--- src/rtl/eight_mux_scan_ctrl.sv ---
// Scan sequencer for the eight_mux datapath: walks SEL over the enabled
// channels, lets the mux path settle, then accumulates each sample.
module eight_mux_scan_ctrl #(
    parameter int unsigned SETTLE_CYC = 2
) (
    input  logic        CK,
    input  logic        RSTN,
    input  logic        START,
    input  logic [7:0]  MASK,
    input  logic [7:0]  MUX_DATA,
    output logic [2:0]  SEL,
    output logic        BUSY,
    output logic        DONE,
    output logic [10:0] SUM,
    output logic [3:0]  CNT
);

    typedef enum logic [1:0] {
        S_IDLE,
        S_SETTLE,
        S_SAMPLE,
        S_DONE
    } state_t;

    localparam logic [3:0] SETTLE_LD = 4'(SETTLE_CYC);
    // With no settle time a channel goes straight to its sample cycle.
    localparam state_t CH_ENTRY = (SETTLE_CYC == 0) ? S_SAMPLE : S_SETTLE;

    state_t      state_q, state_d;
    logic [7:0]  mask_q, mask_d;
    logic [2:0]  sel_q, sel_d;
    logic [3:0]  wait_q, wait_d;
    logic [10:0] sum_q, sum_d;
    logic [3:0]  cnt_q, cnt_d;
    logic [7:0]  rem;

    function automatic logic [2:0] lowest(input logic [7:0] m);
        lowest = 3'd0;
        for (int i = 7; i >= 0; i--) begin
            if (m[i]) lowest = 3'(i);
        end
    endfunction

    always_comb begin
        state_d = state_q;
        mask_d  = mask_q;
        sel_d   = sel_q;
        wait_d  = wait_q;
        sum_d   = sum_q;
        cnt_d   = cnt_q;
        rem     = mask_q & ~(8'd1 << sel_q);
        unique case (state_q)
            S_IDLE, S_DONE: begin
                if (START) begin
                    mask_d = MASK;
                    sum_d  = '0;
                    cnt_d  = '0;
                    if (MASK != 8'd0) begin
                        sel_d   = lowest(MASK);
                        wait_d  = SETTLE_LD;
                        state_d = CH_ENTRY;
                    end else begin
                        state_d = S_DONE;
                    end
                end else if (state_q == S_DONE) begin
                    state_d = S_IDLE;
                end
            end
            S_SETTLE: begin
                wait_d = wait_q - 4'd1;
                if (wait_q <= 4'd1) state_d = S_SAMPLE;
            end
            S_SAMPLE: begin
                sum_d  = sum_q + {3'b000, MUX_DATA};
                cnt_d  = cnt_q + 4'd1;
                mask_d = rem;
                if (rem != 8'd0) begin
                    sel_d   = lowest(rem);
                    wait_d  = SETTLE_LD;
                    state_d = CH_ENTRY;
                end else begin
                    state_d = S_DONE;
                end
            end
            default: state_d = S_IDLE;
        endcase
    end

    always_ff @(posedge CK) begin
        if (!RSTN) begin
            state_q <= S_IDLE;
            mask_q  <= '0;
            sel_q   <= '0;
            wait_q  <= '0;
            sum_q   <= '0;
            cnt_q   <= '0;
        end else begin
            state_q <= state_d;
            mask_q  <= mask_d;
            sel_q   <= sel_d;
            wait_q  <= wait_d;
            sum_q   <= sum_d;
            cnt_q   <= cnt_d;
        end
    end

    assign SEL  = sel_q;
    assign SUM  = sum_q;
    assign CNT  = cnt_q;
    assign BUSY = (state_q == S_SETTLE) || (state_q == S_SAMPLE);
    assign DONE = (state_q == S_DONE);

endmodule
--- config.mk ---
export PLATFORM = sky130hd
export DESIGN_NAME = eight_mux_scan_ctrl
export DESIGN_NICKNAME = d
export VERILOG_FILES = /design/src/rtl/eight_mux_scan_ctrl.sv
export SDC_FILE = /design/constraint.sdc
export NUM_CORES = 1
export LEC_CHECK = 0
export CORE_MARGIN = 1.5
export CORE_UTILIZATION = 45
export CTS_CLUSTER_DIAMETER = 100
export DETAILED_ROUTE_END_ITERATION = 10
export PLACE_DENSITY_LB_ADDON = 0.15
export SLEW_MARGIN = 20
export SYNTH_ARGS = -nofsm -noshare
export SYNTH_HDL_FRONTEND = slang
export SYNTH_SLANG_ARGS = --single-unit
--- constraint.sdc ---
create_clock -name CK -period 2.3 [get_ports CK]
set_input_delay 0.46 -clock CK [delete_from_list [all_inputs] [get_ports CK]]
set_output_delay 0.46 -clock CK [all_outputs]
set_load 0.01 [all_outputs]
After elaboration in Yosys (flattened, before gate mapping) --
Cells that the tools add are included.
Cells by class: add/sub/neg operators 3, $lt $le $gt $ge 1, equality and inequality tests 8, shift operators 1, mux-type cells 36, bitwise operators 2, reduce and logical (&&, ||, !) cells 10
Operator list (count):
- 3-bit 2-to-1 mux | 19
- 11-bit case mux with 2 select lines | 1
- 4-bit 2-to-1 mux | 4
- 8-bit case mux with 2 select lines | 1
- 8-bit nonzero test | 2
- 4-bit case mux with 3 select lines | 1
- 11-bit by 8-bit adder with 11-bit output | 1
- 11-bit 2-to-1 mux | 1
- 2-bit 2-to-1 mux | 5
- 8-bit AND | 1
- 8-bit 2-to-1 mux | 1
- 2-bit inequality test (second input constant) | 4
- 8-bit inverter | 1
- 4-bit case mux with 2 select lines | 1
- 1-bit by 3-bit left shift with 8-bit output (first input constant) | 1
- 2-bit case mux with 3 select lines | 1
- 3-bit case mux with 2 select lines | 1
- 4-bit by 1-bit adder with 4-bit output (second input constant) | 1
- 2-bit equality test (second input constant) | 2
- 4-bit by 1-bit <= comparator with 1-bit output (second input constant) | 1
- 2-bit AND reduction | 2
- 4-bit AND reduction | 1
- 4-bit by 1-bit subtractor with 4-bit output (second input constant) | 1
- 3-bit inequality test (second input constant) | 1
- other kinds (6) | 6
Storage, ports and cells: register bits 32, input port bits 19

Longest topological paths before layout --
depth after elaboration 13, mapped depth 9, depth with buffers taken out 9

Worst setup path before layout --
OpenSTA, ideal clock, no wires.
path kind input port to flip-flop, start input MUX_DATA[0], end register sum_q[10] (netlist: SUM[10]), data arrival time 1.934 ns, slack 0.287 ns, cell stages on the path 9, cells stage by stage ha_1 inv_1 fa_1 nor2b_1 o21a_1 o21ai_1 a21oi_1 or4_1 o211ai_1
On the way: word-level cells in the longest chain between the ends 2
Ends and longest elaborated chain:
- start: declaration | RTL line 10 | input logic [7:0] MUX_DATA,
- 11-bit by 8-bit adder with 11-bit output | RTL line 74 | sum_d = sum_q + {3'b000, MUX_DATA};
- 11-bit case mux with 2 select lines | RTL line 52 | unique case (state_q)
- end signal: assignment | RTL line 102 | sum_q <= sum_d;
- end: declaration | RTL line 33 | logic [10:0] sum_q, sum_d;
No other way between the ends. A chain may end at the register's enable or synchronous reset.

Worst setup path in the final report --
start input MUX_DATA[0], end register sum_q[6] (netlist: SUM[6])
The elaborated chain is that of the path after synthesis.

==> out/results.tsv <==
stage	metric	value	unit
status	outcome	finished clean	
clock_tree	clockBufferDepth	2	
layout	register_area	641	um^2
timing	hold_viol	0	
placed_design	dp_hpwl	3.98	mm
routing	drc	0	
layout	design_area	2770	um^2
timing	fmax	446	MHz
timing	finalClockSkew	0.00559	ns
power	power	2.88	mW
setup_path	critical_path_arrival	2.43	ns
min_path	hold_path.class	reg -> reg	
flow_run	max_cap_violations	0	
timing	period_share	97.6	%
layout	fillers	413	
clock_tree	clk_pin_slew	0.07	ns
logic_synthesis	ys_seq_area_share	30.1	%
clock_tree	htreeDepth	2	
logic_synthesis	synth_compound_area_share	28.0	%
die	core	4440	um^2
routing	routedWlPerCell	14.0	um
logic_synthesis	synthAdderAreaFrac	9.17	%
routing	postRouteAntennaNets	0	
logic_synthesis	yosys.area_share.simple	20.6	%
placed_design	io_buffers	38	
layout	mostFrequentLayoutCells	38 x clkdlybuf4s50_1, 34 x nor2_1, 32 x dfxtp_1, 23 x a21oi_1, 23 x nand2_1	
logic_synthesis	netlist_top_cells_area	dfxtp_1 30%, ha_1 8.2%, nor2_1 6.0%	
die	io_pins	39	
logic_synthesis	synth_top_area_cell	dfxtp_1	
placed_design	place_ws	-0.259	ns
timing	fin_ws	0.0563	ns
clock_tree	cts.sink_count	32	
clock_tree	root_buffer	clkbuf_8	
timing	drv_slew	0	
die	start_util	47.9	%
layout	fin_util	62.3	%
clock_tree	cts_tree	yes	
routing	drtIter0Drc	103	
die	die_width	71.8	um
logic_synthesis	synth_area_per_cell	7.77	um^2
logic_synthesis	synth_seq_cells	32	
power	power.density	1040	nW/um^2
routing	routed_wl	5.34	mm
timing	setup_viol	0	
setup_path	worstSetupPathType	in -> reg	
layout	fin_cells	381	
timing	worst_pin_slew	0.524	ns
power	p_sw_share	43.3	%
power	power_switching	1.25	mW
setup_path	critPathRequiredTime	2.48	ns
timing	relSlewSlack	64.9	%
placed_design	gp_congestion	0.872	
power	combPwrFrac	54.1	%
setup_path	start_kind	input pin	
global_route	grt.overflow.total	0	
logic_synthesis	synth_fp_nets	308	
global_route	track_usage	22.6	%
placed_design	placedCellCount	373	
timing	grt_setup_unrepaired	yes	
global_route	grt_max_degree	18	
clock_tree	clk_latency	0.29	ns
layout	n_antenna_cell	0	
timing	final.min_clock_period	2.24	ns
layout	num-nets-final	362	
logic_synthesis	synthCells	274	
die	die_area	5150	um^2
layout	syn_to_final_growth	30.1	%
logic_synthesis	synth_top_family_by_area	compound AO/OA/AOI/OAI gates	
setup_path	end_kind	flop	
clock_tree	holdBufCountCts	0	
placed_design	place_area	2660	um^2
logic_synthesis	synth-xor-area-share	2.88	%
setup_path	r2r_cells	6	
global_route	antenna_found_initial	0	
logic_synthesis	yosys.area.top_type_share	30.1	%
layout	multiInputGateArea	1370	um^2
routing	via_per_inst	5.60	
logic_synthesis	syn_area	2130	um^2
routing	first_pass_iters	4	
clock_tree	cts_buffers	5	
logic_synthesis	yosys_warnings	0	
layout	drive_above_1_share	11.6	%
power	power_leakage	1.11	nW
power	irDropWorstVdd	0.470	mV
global_route	grt_pass1_wl	9.29	mm
layout	final_common_cell	clkdlybuf4s50_1	
setup_path	crit_fanout	3	
power	power_frac_seq	29.8	%
logic_synthesis	muxShareOfSynthArea	2.94	%
power	clockPowerShare	16.1	%
global_route	grt_pass1_vias	2023	
die	rows	24	
power	intPower	1.63	mW
routing	vias	2133	
logic_synthesis	yosysUniqueCellTypes	53	
clock_tree	cts_setup_buffers	0	
min_path	min_path_cells	2	
die	fp.dieH	71.8	um
==> critical path: stages <==
cell             delay (ns)
clkdlybuf4s50_1        0.41
ha_2                   0.18
inv_1                  0.06
fa_2                   0.19
nor2b_1                0.05
o21a_1                 0.19
o21ai_2                0.21
a21boi_1               0.10
or3_1                  0.32
a32o_1                 0.26
==> sequential cells by signal, summed over array words and instances, names as in the netlist <==
name and flops:
CNT 4, SEL 3, SUM 11, mask_q 8, state_q 2, wait_q 4
==> area by class of cell <==
cell class / count / share of cell area [%]
Clock buffer: 6 / 2.98
Clock inverter: 2 / 0.361
Inverter: 23 / 3.12
Multi-Input combinational cell: 210 / 49.5
Sequential cell: 32 / 23.1
Tap cell: 52 / 2.35
Timing Repair Buffer: 56 / 18.6
==> cell families after synthesis <==
kind of cell / after synthesis
muxes: 6
buffers and inverters: 32
AOI/OAI and AO/OA: 89
and+or+nand+nor: 93
xor gates and xnor gates: 7
adders and majority gates: 15
DFF: 32
==> path summary, 6_finish.rpt <==
kind / slack [ns] / endpoint / startpoint
worst min register to register: 0.49 / SUM[4] / SUM[4]
worst max-delay path: 0.06 / SUM[6] / MUX_DATA[0]
worst max register to register: 0.23 / SUM[10] / state_q[0]
worst min-delay path: 0.49 / SUM[4] / SUM[4]
==> power groups by stage <==
stage	combinational (mW)	clock, mW	sequential, mW
6_report	1.56	0.463	0.858
5_1_grt	1.73	0.503	0.883
4_1_cts	1.54	0.473	0.857
3_5_place_dp	1.52	0	0.869
3_3_place_gp	1.51	0	0.866
2_1_floorplan	1.08	0	0.820
==> cell usage after synthesis (all sizes together) <==
| cell | instances |
|---|---|
| a21boi | 3 |
| a221oi | 1 |
| and2 | 1 |
| a21oi | 24 |
| o22a | 1 |
| mux2 | 2 |
| inv | 23 |
| a22oi | 7 |
| nor2 | 35 |
| ha | 14 |
| nor3 | 7 |
| fa | 1 |
| o32ai | 1 |
| or3b | 1 |
| o21bai | 1 |
| o211ai | 3 |
| o21a | 3 |
| a31oi | 5 |
| nor2b | 3 |
| a311oi | 2 |
| nor4 | 6 |
| o31a | 2 |
| o22ai | 3 |
| nand3b | 1 |
| a21o | 2 |
| nor3b | 1 |
| a32o | 2 |
| nand4 | 1 |
| buf | 4 |
| xor2 | 4 |
| nand2b | 5 |
| a22o | 2 |
| o311a | 1 |
| o31ai | 1 |
| or4 | 2 |
| mux2i | 4 |
| a211o | 1 |
| or3 | 4 |
| nand2 | 23 |
| xnor2 | 3 |
| dfxtp | 32 |
| nand3 | 3 |
| clkbuf | 5 |
| o21ai | 19 |
| a211oi | 5 |
==> timing repair <==
action                                  CTS  global route
gates resized for setup                   0             6
endpoints found under the hold margin     0             0
endpoints found under the setup margin    0             4
==> per-layer routing <==
metal,vias to the layer above,part of all wire (%),GRT usage (%)
met5,-,0,0
li1,1093,-,-
met4,0,1.9,9.64
met1,993,49,30.4
met2,38,46,35.5
met3,9,3.6,4.22
==> per-stage QoR <==
| step | TNS (ns) | hold slack, ns |
|---|---|---|
| 4_1_cts | 0 | 0.491 |
| 6_report | 0 | 0.491 |
| 2_1_floorplan | 0 | 0.462 |
| 3_3_place_gp | -0.761 | 0.474 |
| 3_5_place_dp | -0.812 | 0.480 |
| 5_1_grt | -0.0329 | 0.537 |
No activity file was read; power rests on OpenSTA's default activity.
